[config.mk]
export PLATFORM = sky130hd
export DESIGN_NAME = mem_arbiter
export DESIGN_NICKNAME = d
export VERILOG_FILES = /design/src/rtl/mem_arbiter.sv
export SDC_FILE = /design/constraint.sdc
export NUM_CORES = 1
export LEC_CHECK = 0
export BUFFER_PORTS_ARGS = -buffer_cell sky130_fd_sc_hd__buf_2
export CAP_MARGIN = 5
export CELL_PAD_IN_SITES_DETAIL_PLACEMENT = 1
export CELL_PAD_IN_SITES_GLOBAL_PLACEMENT = 1
export CORE_ASPECT_RATIO = 1.2
export CORE_MARGIN = 10
export CORE_UTILIZATION = 19
export CTS_CLUSTER_DIAMETER = 30
export CTS_CLUSTER_SIZE = 24
export DETAILED_ROUTE_END_ITERATION = 10
export GPL_ROUTABILITY_DRIVEN = 0
export HOLD_SLACK_MARGIN = 0.15
export PLACE_DENSITY = 0.89
export SYNTH_ARGS = -nofsm -noshare
export SYNTH_HDL_FRONTEND = slang
export SYNTH_SLANG_ARGS = --single-unit
[constraint.sdc]
create_clock -name clk_i -period 3.6 [get_ports clk_i]
set_input_delay 0.18 -clock clk_i [delete_from_list [all_inputs] [get_ports clk_i]]
set_output_delay 0.18 -clock clk_i [all_outputs]
set_load 0.005 [all_outputs]
[src/rtl/mem_arbiter.sv]
// mem_arbiter: shares one single-ported memory between instruction fetch and
// data access. One transaction in flight at a time. Data has priority, but a
// starvation counter forces a fetch grant after enough denied cycles.
module mem_arbiter #(
  parameter int DATA_WIDTH   = 32,
  parameter int ADDR_WIDTH   = 32,
  parameter int MEM_LATENCY  = 2,
  parameter int STARVE_LIMIT = 4
) (
  input  logic                  clk_i,
  input  logic                  rst_ni,
  // fetch port
  input  logic                  if_req_i,
  input  logic [ADDR_WIDTH-1:0] if_addr_i,
  output logic                  if_gnt_o,
  output logic                  if_rvalid_o,
  output logic [DATA_WIDTH-1:0] if_rdata_o,
  // data port
  input  logic                  dm_req_i,
  input  logic                  dm_we_i,
  input  logic                  dm_addrmode_i,
  input  logic [ADDR_WIDTH-1:0] dm_addr_i,
  input  logic [DATA_WIDTH-1:0] dm_wdata_i,
  output logic                  dm_gnt_o,
  output logic                  dm_rvalid_o,
  output logic [DATA_WIDTH-1:0] dm_rdata_o,
  // memory side
  output logic                  mem_en_o,
  output logic                  mem_we_o,
  output logic                  mem_addrmode_o,
  output logic [ADDR_WIDTH-1:0] mem_addr_o,
  output logic [DATA_WIDTH-1:0] mem_wdata_o,
  input  logic [DATA_WIDTH-1:0] mem_rdata_i
);

  localparam int LAT_W = (MEM_LATENCY > 1) ? $clog2(MEM_LATENCY) : 1;
  localparam int STV_W = $clog2(STARVE_LIMIT + 1);
  localparam logic [LAT_W-1:0] LAT_INIT   = LAT_W'(MEM_LATENCY - 1);
  localparam logic [STV_W-1:0] STARVE_MAX = STV_W'(STARVE_LIMIT);

  typedef enum logic [1:0] {IDLE, RD_IF, RD_DM} state_e;

  state_e             state_q, state_d;
  logic [LAT_W-1:0]   lat_cnt_q, lat_cnt_d;
  logic [STV_W-1:0]   starve_cnt_q, starve_cnt_d;
  logic               fetch_wins;

  // Read data is a passthrough; it is only meaningful while rvalid is high.
  assign if_rdata_o = mem_rdata_i;
  assign dm_rdata_o = mem_rdata_i;

  // State, latency and starvation registers.
  always_ff @(posedge clk_i or negedge rst_ni) begin
    if (!rst_ni) begin
      state_q      <= IDLE;
      lat_cnt_q    <= '0;
      starve_cnt_q <= '0;
    end else begin
      state_q      <= state_d;
      lat_cnt_q    <= lat_cnt_d;
      starve_cnt_q <= starve_cnt_d;
    end
  end

  // Arbitration, memory strobes, read completion and starvation tracking.
  always_comb begin
    state_d        = state_q;
    lat_cnt_d      = lat_cnt_q;
    starve_cnt_d   = starve_cnt_q;
    if_gnt_o       = 1'b0;
    dm_gnt_o       = 1'b0;
    if_rvalid_o    = 1'b0;
    dm_rvalid_o    = 1'b0;
    mem_en_o       = 1'b0;
    mem_we_o       = 1'b0;
    mem_addrmode_o = 1'b0;
    mem_addr_o     = dm_addr_i;
    mem_wdata_o    = dm_wdata_i;
    fetch_wins     = if_req_i && (!dm_req_i || (starve_cnt_q == STARVE_MAX));

    unique case (state_q)
      IDLE: begin
        if (fetch_wins) begin
          // Fetch is always a word read.
          if_gnt_o   = 1'b1;
          mem_en_o   = 1'b1;
          mem_addr_o = if_addr_i;
          lat_cnt_d  = LAT_INIT;
          state_d    = RD_IF;
        end else if (dm_req_i) begin
          dm_gnt_o       = 1'b1;
          mem_en_o       = 1'b1;
          mem_we_o       = dm_we_i;
          mem_addrmode_o = dm_addrmode_i;
          // A store finishes in its grant cycle; only loads wait for data.
          if (!dm_we_i) begin
            lat_cnt_d = LAT_INIT;
            state_d   = RD_DM;
          end
        end
      end
      RD_IF, RD_DM: begin
        if (lat_cnt_q == '0) begin
          if_rvalid_o = (state_q == RD_IF);
          dm_rvalid_o = (state_q == RD_DM);
          state_d     = IDLE;
        end else begin
          lat_cnt_d = lat_cnt_q - LAT_W'(1);
        end
      end
      default: state_d = IDLE;
    endcase

    // Count every cycle a pending fetch is not granted, saturating.
    if (if_req_i && !if_gnt_o) begin
      if (starve_cnt_q != STARVE_MAX) begin
        starve_cnt_d = starve_cnt_q + STV_W'(1);
      end
    end else begin
      starve_cnt_d = '0;
    end

    // Handshakes stay quiet for as long as reset is held.
    if (!rst_ni) begin
      if_gnt_o    = 1'b0;
      dm_gnt_o    = 1'b0;
      if_rvalid_o = 1'b0;
      dm_rvalid_o = 1'b0;
      mem_en_o    = 1'b0;
      mem_we_o    = 1'b0;
    end
  end

endmodule
# Word-level counts from Yosys, hierarchy flattened
# Cells that the tools add are included.
[op_classes] n_addsub=2 n_eq_ne=8 mux=37 reduce_logical=10
[op_table] cell="two-way mux 32 bit" n=2
[op_table] cell="two-way mux 1 bit" n=27
[op_table] cell="inequality test 3 bit, second input constant" n=3
[op_table] cell="two-way mux 2 bit" n=4
[op_table] cell="two-way mux 3 bit" n=2
[op_table] cell="AND reduction 3 bit" n=2
[op_table] cell="case mux 2 bit (2 select lines)" n=1
[op_table] cell="adder 3 x 1 -> 3 bit, second input constant" n=1
[op_table] cell="== test 3 bit, second input constant" n=1
[op_table] cell="== test 2 x 1 -> 1 bit, second input constant" n=1
[op_table] cell="== test 2 bit, second input constant" n=1
[op_table] cell="logical AND 1 bit" n=2
[op_table] cell="zero test 1 bit" n=2
[op_table] cell="zero test 2 bit" n=1
[op_table] cell="inequality test 2 x 1 -> 1 bit, second input constant" n=1
[op_table] cell="inequality test 2 bit, second input constant" n=1
[op_table] cell="case mux 1 bit (2 select lines)" n=1
[op_table] cell="nonzero test 2 bit" n=1
[op_table] cell="OR reduction 2 bit" n=1
[op_table] cell="logical OR 1 bit" n=1
[op_table] cell="subtractor 1 bit, second input constant" n=1
[word_totals] reg_bits=6 in_bits=134 out_inout_bits=135 word_cells=60

# Depth between registers and ports, before layout
[depth] depth_word=8 ltp_mapped=6 depth_no_buf=5

# Least setup slack after synthesis
# Ideal clock, no wire load.
[synth_timing] path_kind="reg2out" startpoint="register state_q[0]" endpoint="output port mem_addr_o[0]" t_arrival_ns=1.527 t_required_ns=3.420 setup_slack_ns=1.893 path_stages_with_launch=7 path_buffers=1 cell_sequence="dfrtp_1 > inv_1 > ha_1 > nand2_1 > nor2_4 > buf_6 > mux2_4"
[synth_between] elab_chain_cells=2
[synth_rtl] element="start: declaration" line_no="43" text="state_e state_q, state_d;"
[synth_rtl] element="start signal: assignment" line_no="59" text="state_q <= state_d;"
[synth_rtl] element="zero test 2 bit" line_no="81" text="unique case (state_q)"
[synth_rtl] element="two-way mux 32 bit" line_no="81"
[synth_rtl] element="end: declaration" line_no="31" text="output logic [ADDR_WIDTH-1:0] mem_addr_o,"
# Every way passes these cells.

# Final worst setup path
[layout_timing] startpoint="register state_q[0]" endpoint="output port mem_addr_o[15]"
# The elaborated chain is that of the path after synthesis.

==> results_dict.tcl <==
set metrics [dict create \
    firstDrtPassIters 3 \
    avgSynthCellArea_um2 9.180 \
    cts_inserted_buffers 3 \
    critical_path_buf_inv_count 3 \
    grt_first_pass_wirelength_mm 9.922 \
    via_count 1286 \
    fin_crit_sh 0.6999 \
    slowest_stage "buf_4" \
    power.density_nw_per_um2 420.8 \
    holdCritStartpoint "dm_we_i" \
    tritoncts "built" \
    grt-ovfl-total 0 \
    regToRegSetupSlack_ns 1.80 \
    wl_per_cell_um 22.79 \
    synth_area_leaders "buf_4 (43%), mux2_4 (23%), dfrtp_1 (8.9%), mux2_2 (4.0%), ha_1 (3.7%)" \
    dp_hpwl_mm 6.426 \
    drive_gt1_frac 0.7374 \
    p_leak_nw 0.9030 \
    grt_max_degree 37 \
    synth_cell_type_count 31 \
    clkLatencyLatePin_ns 0.23 \
    min_to "state_q[1]" \
    initial_core_util 0.1962 \
    path_class "flip-flop to output pin" \
    die-area_um2 13080 \
    cts_resized 0 \
    arrival_ns 2.34 \
    critPathTopFamily "buffers and inverters" \
    rsz0062_at_grt "no" \
    syn_to_final_growth_pct -0.5186 \
    synth_top_area_frac 0.4267 \
    yosys.area.top_type "buf_4" \
    cp-start-kind "flip-flop" \
    place.port_buffers 108 \
    die_h_um 123.3 \
    setup_ws_ns 1.080 \
    end_kind "output pin" \
    r2r_start "state_q[0]" \
    slowest_delay_ns 0.48 \
    synth_common_cells "buf_4 (96), mux2_4 (26), dfrtp_1 (6), inv_1 (6), mux2_2 (6)" \
    clk_pin_slew_ns 0.04 \
    ys_seq_area_frac 0.08889 \
    diodes 0 \
    holdPathStages 3 \
    cts_root_buf "clkbuf_8" \
    htreeDepth 1 \
    cp.required_ns 3.42 \
    max-cap-violations 0 \
    vias_per_cell 4.083 \
    die_w_um 106.1 \
    netlist_instances 184 \
    synth_most_common_cell "buf_4" \
    drc 0 \
    min_period_ns 2.520 \
    synth_edf_count 0 \
    hold_path_class "primary input to flip-flop" \
    synth_seq_cells 6 \
    cts_buffer_depth 2 \
    worstPathCellList "inv_1 -> ha_1 -> nand2_1 -> nor2_4 -> buf_4 -> mux2_2 -> buf_2" \
    synth_area_um2 1689 \
    fin_nets 339 \
    grt_pass1_vias 1459 \
    antenna_found_initial 0 \
    path_max_fanout 36 \
    setup_viol 0 \
    fin_tns_setup_ns 0 \
    ant_nets 0 \
    numClockSinks 6 \
    finalHoldViolCount 0 \
    skew_ns 0.004531 \
    slew_headroom 0.5968 \
    finish.utilization 0.1951 \
    synth_flop_cell "dfrtp_1" \
    pre_cts_slack_ns 1.341 \
    first_iter_violations 17 \
    core-area_um2 8611 \
    synthArstFlopShare 1.000 \
    fp-row-count 37 \
    fmax_mhz 396.9 \
    ys.warnings.count 0 \
    slew_viol_final 0 \
    fillCellCount 1072 \
    gr-usage-all-layers 0.1012 \
    r2r-end "state_q[0]" \
    peakVddDrop_uv 348.6 \
    routed_wl_mm 7.180 \
    synth_fp_nets 323 \
    worst_pin_slew_ns 0.6048 \
    r2r_cells 6 \
    io_pins 269 \
    outcome "completed" \
]
[worst min-delay path, stage by stage]
cell	delay, ns
buf_2	0.13
a211o_1	0.11
a22oi_1	0.06
[kinds of logic (layout without fill, tap and decap cells)]
logic type	after synthesis	count (layout)	share of synthesized area
and+or+nand+nor	23	23	0.08001
DFF	6	6	0.08889
muxes	33	33	0.2770
AOI/OAI and AO/OA	11	11	0.05186
xor gates and xnor gates	1	1	0.005186
adders and majority gates	5	5	0.03704
buffers and inverters	105	119	0.4600
[state kept, by name (all words and copies together), names as in the netlist]
register      flops
lat_cnt_q         1
state_q           2
starve_cnt_q      3
[where the power goes]
part / internal, mW / total, mW / switching, mW
combinational: 0.250 / 0.484 / 0.234
sequential: 0.0921 / 0.120 / 0.0275
clock: 0.0720 / 0.104 / 0.0315
total: 0.414 / 0.707 / 0.293
[layer usage]
| layer | track usage | wire [µm] |
|---|---|---|
| met5 | 0 | 0 |
| met4 | 0.06186 | 336 |
| met3 | 0.07652 | 1301 |
| met2 | 0.1691 | 3244 |
| met1 | 0.08455 | 2298 |
[final cells by class]
cell class	count	area (µm²)	area share
inverters	6	22.52	0.01340
flip-flops and latches	6	150.1	0.08935
well taps	117	146.4	0.08712
clock buffers	3	41.29	0.02457
repair buffers	110	558.0	0.3321
multi-input cells	73	762.0	0.4535
[worst max-delay path by stage]
stage               slack [ns]       start              to  depth (start not counted)
floorplan                 1.89  state_q[0]   mem_addr_o[0]                          6
global placement          1.44  state_q[0]  mem_addr_o[22]                          7
finish                    1.08  state_q[0]  mem_addr_o[15]                          7
global route              0.96  state_q[1]  mem_addr_o[15]                          7
detailed placement        1.34  state_q[0]  mem_addr_o[15]                          7
CTS                       1.05  state_q[0]  mem_addr_o[15]                          7
[metrics by stage]
step	std cells	power (mW)	cell area, µm²	hold slack (ns)
3_3_place_gp	311	0.5921	1629	0.03097
5_1_grt	315	0.7708	1680	0.3262
4_1_cts	315	0.7294	1680	0.2980
3_5_place_dp	311	0.6133	1629	0.04779
2_1_floorplan	184	0.5137	1689	-0.1156
6_report	315	0.7071	1680	0.2974
[layout by cell type (no fill, tap or decap), drive strengths merged, types with 3 or more instances in the layout]
master	count
mux2	32
nor2	4
nand2	5
buf	109
dfrtp	6
nor3	4
inv	6
clkbuf	3
ha	5
[repair_timing]
action	CTS	global route
hold endpoints to repair	6	0
buffers inserted	0	0
hold buffers	1	0
Power figures use the tool's default switching activity.
